[src/rtl/q16_divider.sv]
// q16_divider -- unsigned fixed-point divider, radix-2 restoring, one
// quotient bit per clock.
//
// Computes (dividend << FRAC_BITS) / divisor. The quotient is in
// Q(WIDTH-FRAC_BITS).FRAC_BITS format.
//
// Ports:
//   clk, rst_n   clock (rising edge), asynchronous active-low reset
//   start        divide request; only a 0->1 edge seen while IDLE is accepted
//   dividend     unsigned integer numerator
//   divisor      unsigned integer denominator
//   quotient     result; all-ones on divide-by-zero or overflow
//   remainder    (dividend << FRAC_BITS) mod divisor; 0 on divide-by-zero
//   complete     one-cycle result-valid pulse, asserted while in DONE
//   busy         high whenever the FSM is not IDLE
//   div_by_zero  last result had divisor == 0
//   overflow     last true quotient did not fit in WIDTH bits (saturated)
module q16_divider #(
  parameter int WIDTH     = 32,
  parameter int FRAC_BITS = 16
) (
  input  logic             clk,
  input  logic             rst_n,
  input  logic             start,
  input  logic [WIDTH-1:0] dividend,
  input  logic [WIDTH-1:0] divisor,
  output logic [WIDTH-1:0] quotient,
  output logic [WIDTH-1:0] remainder,
  output logic             complete,
  output logic             busy,
  output logic             div_by_zero,
  output logic             overflow
);

  localparam int NW = WIDTH + FRAC_BITS;
  localparam int CW = $clog2(NW);
  localparam logic [CW-1:0] CNT_INIT = CW'(NW - 1);

  typedef enum logic [1:0] {IDLE, BUSY, DONE} state_t;

  state_t           state_q, state_d;
  logic             start_d_q, start_d_d;
  logic [CW-1:0]    cnt_q, cnt_d;
  logic [WIDTH-1:0] dvs_q, dvs_d;
  logic [WIDTH-1:0] rem_q, rem_d;
  // Numerator bits shift out of the MSB while quotient bits shift in at
  // the LSB, so one register holds both.
  logic [NW-1:0]    nq_q, nq_d;
  logic [WIDTH-1:0] quotient_q, quotient_d;
  logic [WIDTH-1:0] remainder_q, remainder_d;
  logic             complete_q, complete_d;
  logic             busy_q, busy_d;
  logic             dbz_q, dbz_d;
  logic             ovf_q, ovf_d;

  logic             accept;
  logic [WIDTH:0]   trial;
  logic [WIDTH:0]   diff;
  logic             qbit;
  logic [WIDTH-1:0] rem_nxt;
  logic [NW-1:0]    q_full;

  assign accept = (state_q == IDLE) && start && !start_d_q;

  // Shifted partial remainder is one bit wider than the divisor so the
  // trial subtraction cannot wrap; a clear MSB on diff means no borrow.
  assign trial   = {rem_q, nq_q[NW-1]};
  assign diff    = trial - {1'b0, dvs_q};
  assign qbit    = !diff[WIDTH];
  assign rem_nxt = qbit ? diff[WIDTH-1:0] : trial[WIDTH-1:0];
  assign q_full  = {nq_q[NW-2:0], qbit};

  always_comb begin
    state_d     = state_q;
    start_d_d   = start;
    cnt_d       = cnt_q;
    dvs_d       = dvs_q;
    rem_d       = rem_q;
    nq_d        = nq_q;
    quotient_d  = quotient_q;
    remainder_d = remainder_q;
    complete_d  = 1'b0;
    dbz_d       = dbz_q;
    ovf_d       = ovf_q;

    case (state_q)
      IDLE: begin
        if (accept) begin
          dvs_d = divisor;
          nq_d  = {dividend, {FRAC_BITS{1'b0}}};
          rem_d = '0;
          cnt_d = CNT_INIT;
          dbz_d = 1'b0;
          ovf_d = 1'b0;
          if (divisor == '0) begin
            state_d     = DONE;
            quotient_d  = '1;
            remainder_d = '0;
            dbz_d       = 1'b1;
            complete_d  = 1'b1;
          end else begin
            state_d = BUSY;
          end
        end
      end
      BUSY: begin
        rem_d = rem_nxt;
        nq_d  = q_full;
        if (cnt_q == '0) begin
          state_d     = DONE;
          complete_d  = 1'b1;
          remainder_d = rem_nxt;
          // Any set bit above the WIDTH LSBs means the result saturates.
          if (|q_full[NW-1:WIDTH]) begin
            quotient_d = '1;
            ovf_d      = 1'b1;
          end else begin
            quotient_d = q_full[WIDTH-1:0];
          end
        end else begin
          cnt_d = cnt_q - CW'(1);
        end
      end
      DONE:    state_d = IDLE;
      default: state_d = IDLE;
    endcase

    busy_d = (state_d != IDLE);
  end

  always_ff @(posedge clk or negedge rst_n) begin
    if (!rst_n) begin
      state_q     <= IDLE;
      start_d_q   <= 1'b0;
      cnt_q       <= '0;
      dvs_q       <= '0;
      rem_q       <= '0;
      nq_q        <= '0;
      quotient_q  <= '0;
      remainder_q <= '0;
      complete_q  <= 1'b0;
      busy_q      <= 1'b0;
      dbz_q       <= 1'b0;
      ovf_q       <= 1'b0;
    end else begin
      state_q     <= state_d;
      start_d_q   <= start_d_d;
      cnt_q       <= cnt_d;
      dvs_q       <= dvs_d;
      rem_q       <= rem_d;
      nq_q        <= nq_d;
      quotient_q  <= quotient_d;
      remainder_q <= remainder_d;
      complete_q  <= complete_d;
      busy_q      <= busy_d;
      dbz_q       <= dbz_d;
      ovf_q       <= ovf_d;
    end
  end

  assign quotient    = quotient_q;
  assign remainder   = remainder_q;
  assign complete    = complete_q;
  assign busy        = busy_q;
  assign div_by_zero = dbz_q;
  assign overflow    = ovf_q;

endmodule
[config.mk]
export PLATFORM = sky130hd
export DESIGN_NAME = q16_divider
export DESIGN_NICKNAME = d
export VERILOG_FILES = /design/src/rtl/q16_divider.sv
export SDC_FILE = /design/constraint.sdc
export NUM_CORES = 1
export LEC_CHECK = 0
export CORE_ASPECT_RATIO = 0.7
export CORE_MARGIN = 2
export CORE_UTILIZATION = 50
export CTS_CLUSTER_DIAMETER = 120
export DETAILED_ROUTE_END_ITERATION = 16
export HOLD_SLACK_MARGIN = 0.06
export MAX_ROUTING_LAYER = met4
export PLACE_DENSITY_LB_ADDON = 0.1
export SYNTH_ARGS = -nofsm -noshare
export SYNTH_HDL_FRONTEND = slang
export SYNTH_SLANG_ARGS = --single-unit
[constraint.sdc]
create_clock -name clk -period 2.95 [get_ports clk]
set_input_delay 0.59 -clock clk [delete_from_list [all_inputs] [get_ports clk]]
set_output_delay 0.59 -clock clk [all_outputs]
set_load 0.005 [all_outputs]
; ---- Word-level counts from Yosys, hierarchy flattened
; Index checks and enable logic that the tools add are counted.
[totals]
regBits = 189
inputBits = 67
[classes]
add_sub_neg = 2
n_reduce_logical = 15
muxes = 29
eq_ne = 6
[ops]
columns = cell, n
row1 = 32-bit 2-to-1 mux, 9
row2 = 32-bit one-hot mux with 2 select lines, 3
row3 = 48-bit one-hot mux with 2 select lines, 1
row4 = 48-bit 2-to-1 mux, 1
row5 = 33-bit by 32-bit subtractor with 33-bit output, 1
row6 = 32-bit zero test, 1
row7 = 16-bit OR reduction, 1
row8 = 6-bit 2-to-1 mux, 2
row9 = 6-bit one-hot mux with 2 select lines, 1
row10 = 2-bit inequality test (second input constant), 4
row11 = 4-bit AND reduction, 2
row12 = 6-bit zero test, 1
row13 = 1-bit 2-to-1 mux, 6
row14 = 2-bit 2-to-1 mux, 3
row15 = 6-bit by 1-bit subtractor with 6-bit output (second input constant), 1
row16 = 1-bit one-hot mux with 2 select lines, 2
row17 = 2-bit one-hot mux with 2 select lines, 1
row18 = 2-bit AND reduction, 2
row19 = 2-bit nonzero test, 2
row20 = 3-bit AND reduction, 1
row21 = 2-bit by 1-bit equality test with 1-bit output (second input constant), 1
row22 = 1-bit logical AND, 2
row23 = 1-bit zero test, 2
row24 = 2-bit zero test, 1
row25 = 2-bit by 1-bit inequality test with 1-bit output (second input constant), 1

; ---- Longest topological paths before layout
[logic_depth]
ltp_word = 6
mapped_depth = 14

; ---- Least setup slack after synthesis
; OpenSTA, ideal clock, no wires.
[synth_timing]
path_type = reg2reg
start = register nq_q[47]
end = register rem_q[24]
setup_time_ns = 0.121
path_slack_ns = 0.081
t_arrival_ns = 2.748
stages_incl_launch_ff = 14
path_buffers = 0
required_ns = 2.829
period_less_slack_ns = 2.869
path_cell_list = dfrtp_1 -> inv_1 -> ha_1 -> inv_1 -> fa_1 -> a211oi_1 -> o21ai_2 -> o211ai_1 -> a211oi_2 -> o22ai_2 -> a41oi_2 -> nand2_4 -> mux2_4 -> a22o_1
[synth_via]
elab_chain_len = 3
[synth_lines]
columns = item, line
row1 = from (decl), 48  ; logic [NW-1:0] nq_q, nq_d;
row2 = from (signal assigned), 151  ; nq_q <= nq_d;
row3 = 33-bit by 32-bit subtractor with 33-bit output, 68  ; assign diff = trial - {1'b0, dvs_q};
row4 = 32-bit 2-to-1 mux, 70  ; assign rem_nxt = qbit ? diff[WIDTH-1:0] : trial[WIDTH-1:0];
row5 = 32-bit one-hot mux with 2 select lines, 86  ; case (state_q)
row6 = to (signal assigned), 150  ; rem_q <= rem_d;
row7 = to (decl), 45  ; logic [WIDTH-1:0] rem_q, rem_d;
; No other way between the ends.
; A chain may end at the register's enable or synchronous reset.

; ---- Worst setup path after layout
[layout_timing]
start = register nq_q[47]
end = register rem_q[6]
; Same word-level chain as after synthesis.

==> flow_summary.yaml <==
sta:
  holdWs_ns: 0.156
  fin_skew_ns: 0.0132
  maxSlewHeadroom: 0.565
  max_freq_ghz: 0.342
  final.period_utilization: 0.992
  finalSetupViolations: 0
  period_minus_slack_ns: 2.93
  slew_viol_final: 0
  worst_slew_pin_slew_ns: 0.653
  finalWorstSetupSlack_ns: 0.0248
  grt_setup_unrepaired: "yes"
  hold_violations: 0
  setup_tns_ns: 0
pwr:
  p_leak_nw: 5.39
  design_power_total_mw: 18.4
  power.density_nw_per_um2: 1480
  irDropWorstVdd_mv: 0.614
logic_synthesis:
  ys_warn_count: 0
  ys_seq_elements: 189
  synth_xor_area_frac: 0.0273
  synthAdderAreaFrac: 0.0449
  synth_simple_gate_area_share: 0.200
  synth.area.mux_share: 0.0343
  syn_nets: 1177
  async_flop_share: 1.00
  synth_edf_count: 0
  yosys_most_used_dff: "dfrtp_1"
  syn_area_sq_um: 9640
  synth_top_family_by_area: "simple AND/OR/NAND/NOR gates"
  yosysSeqAreaShare: 0.491
  yosysUniqueCellTypes: 68
  synth_compound_area_frac: 0.148
  netlist_instances: 1076
  avgSynthCellArea_sq_um: 8.96
die:
  die_area_sq_um: 20400
  num_rows: 42
  core_area_sq_um: 18900
  die_h_um: 120
  die_w_um: 170
  io_pins: 135
  initial_core_util: 0.510
worst_setup_path:
  cp_max_fo: 5
  cpLargestDelayFamily: "compound AO/OA/AOI/OAI gates"
  critPathCaptureType: "register"
  cpPeakStageDelay_ns: 0.37
  cp_slowest_cell: "dfrtp_1"
  crit_type: "reg -> reg"
  start_kind: "register"
  path_cells: "inv_2, ha_4, inv_2, fa_2, a211oi_2, o21ai_2, o211ai_1, a211oi_2, o22ai_2, a41oi_2, nand2_4, bufbuf_16, mux2i_1, o21ai_1"
  crit_required_ns: 3.25
  cp-startpoint: "nq_q[47]$_DFFE_PN0P_"
  arrival_ns: 3.23
  crit_buf_inv: 3
  rr_startpoint: "nq_q[47]$_DFFE_PN0P_"
clock_tree:
  cts_sinks: 189
  postCtsHoldBufs: 0
  cts_tree: "built"
  clk_transition_reported_paths_ns: 0.08
  htreeDepth: 4
  cts_buffers: 17
  clk_path_buf_depth: 2
  insertion_delay_ns: 0.44
  cts_root_buffer: "clkbuf_16"
layout:
  syn_to_final_growth_pct: 29.0
  stdcell_area_sq_um: 12400
  diodes: 0
  finish.utilization: 0.658
  finalNetCount: 1323
  fin_cells: 1477
  drive_gt1_frac: 0.117
global_routing:
  track_usage: 0.263
  grt_max_degree: 75
  antenna_found_initial: 0
  grt_pass1_vias: 7824
  grt-ovfl-total: 0
  grt_first_pass_wirelength_mm: 41.2
detailed_routing:
  wire_per_inst_um: 17.2
  antenna_left: 0
  remaining_drc_errors: 0
  vias_per_cell: 5.58
  drt_iter0_markers: 695
  totalWireLength_mm: 25.5
  dr.pass1.iters: 5
  vias: 8236
placement:
  pre_cts_slack_ns: -0.105
  place_area_sq_um: 11400
  hpwl_mm: 17.5
  place_congestion: 0.952
  portBuffers: 134
  placed_cells: 1439
min_path:
  hold_path.class: "in -> async"
job:
  maxCapViolations: 0
outcome:
  status: "finished clean"
## routing by layer
| layer | track usage | part of all wire | up-vias |
|---|---|---|---|
| met1 | 0.404 | 0.51 | 3969 |
| met3 | 0.0488 | 0.056 | 19 |
| li1 | - | - | 3991 |
| met4 | 0.0534 | 0.0075 | 0 |
| met5 | - | 0 | - |
| met2 | 0.364 | 0.43 | 257 |
## Yosys cell counts, types with 4 or more instances
| cell type | n | area, sq um |
|---|---|---|
| dfrtp_1 | 189 | 4730 |
| nor2_1 | 160 | 601 |
| nand2_1 | 151 | 567 |
| o21ai_0 | 63 | 315 |
| o21ai_1 | 57 | 285 |
| inv_1 | 44 | 165 |
| a21oi_1 | 41 | 205 |
| nor3_1 | 40 | 200 |
| ha_1 | 33 | 413 |
| clkbuf_1 | 31 | 116 |
| nand3_1 | 31 | 155 |
| o22ai_1 | 31 | 194 |
| mux2i_1 | 30 | 300 |
| xnor2_1 | 18 | 158 |
| nor4_1 | 13 | 81.3 |
| nand4_1 | 12 | 75.1 |
| xor2_1 | 12 | 105 |
| buf_1 | 9 | 33.8 |
| buf_2 | 6 | 30.0 |
| buf_6 | 6 | 67.6 |
| nor2b_1 | 6 | 37.5 |
| o21a_1 | 6 | 45.0 |
| a31oi_1 | 5 | 31.3 |
| and2_1 | 5 | 31.3 |
| and3_1 | 5 | 31.3 |
| nand2b_1 | 5 | 31.3 |
| o211ai_1 | 5 | 37.5 |
| a21o_1 | 4 | 30.0 |
## worst reg2reg max path, delay by kind of cell (launching register included)
| family | cells | cell delay [ns] |
|---|---|---|
| flip-flops | 1 | 0.37 |
| adder cells (fa/ha/maj) | 2 | 0.48 |
| multiplexers | 1 | 0.26 |
| buffers and inverters | 3 | 0.41 |
| AND/OR/NAND/NOR | 1 | 0.15 |
| AO/OA/AOI/OAI | 7 | 1.13 |
## repair_timing
item / in CTS / in global routing
pin swaps: 7 / 4
buffers inserted: 4 / 1
gates cloned: 1 / 0
gates resized for setup: 12 / 54
endpoints found under the setup margin: 64 / 65
## where the power goes
part	switching [mW]	internal (mW)	total (mW)
clock	1.13	1.30	2.43
sequential	0.836	3.78	4.62
combinational	5.89	5.51	11.4
## area by class of cell
| type | instances | area (sq um) |
|---|---|---|
| flip-flops and latches | 189 | 4730 |
| multi-input cells | 781 | 4720 |
| inverters | 44 | 165 |
| fillers | 1546 | 6480 |
| clock buffers | 17 | 425 |
| clock inverters | 15 | 198 |
| repair buffers | 189 | 1900 |
| well taps | 242 | 303 |
## cells in the final DEF (no fill, tap or decap), types with 6 or more instances in the layout
cell and count:
o22ai_1 31, ha_4 10, buf_4 44, xor2_1 12, nor4_1 13, nand2_1 151
ha_1 23, inv_1 42, nand3_1 31, nor3_1 39, clkbuf_16 17, mux2i_1 12
dfrtp_1 189, mux2i_4 10, buf_12 9, nor2b_1 6, clkdlybuf4s50_1 133, a21oi_1 40
mux2i_2 8, xnor2_1 18, o21ai_0 55, nor2_1 157, o21a_1 6, o21ai_1 64
nand4_1 12
## kinds of logic after synthesis
kind of cell	count (synthesis)
AOI/OAI and AO/OA	243
xor gates and xnor gates	30
adders and majority gates	34
buffers and inverters	106
DFF	189
muxes	32
and+or+nand+nor	442
## path summary, 6_finish.rpt
| kind | endpoint | depth (start not counted) | slack [ns] |
|---|---|---|---|
| worst max register to register | rem_q[6]$_DFFE_PN0P_ | 14 | 0.02 |
| min in group clk | div_by_zero$_DFFE_PN0P_ | 2 | 0.49 |
| max in group asynchronous | nq_q[46]$_DFFE_PN0P_ | 2 | 2.04 |
| worst min register to register | div_by_zero$_DFFE_PN0P_ | 2 | 0.49 |
| worst min-delay path | dvs_q[31]$_DFFE_PN0P_ | 1 | 0.16 |
| worst max-delay path | rem_q[6]$_DFFE_PN0P_ | 14 | 0.02 |
## sequential cells by signal (all words and copies together), names as in the netlist
| register | cells |
|---|---|
| nq_q | 48 |
| dvs_q | 32 |
| quotient | 32 |
| rem_q | 32 |
| remainder | 32 |
| cnt_q | 6 |
| state_q | 2 |
| busy | 1 |
| complete | 1 |
| div_by_zero | 1 |
| overflow | 1 |
| start_d_q | 1 |
No activity file was read; power rests on OpenSTA's default activity.
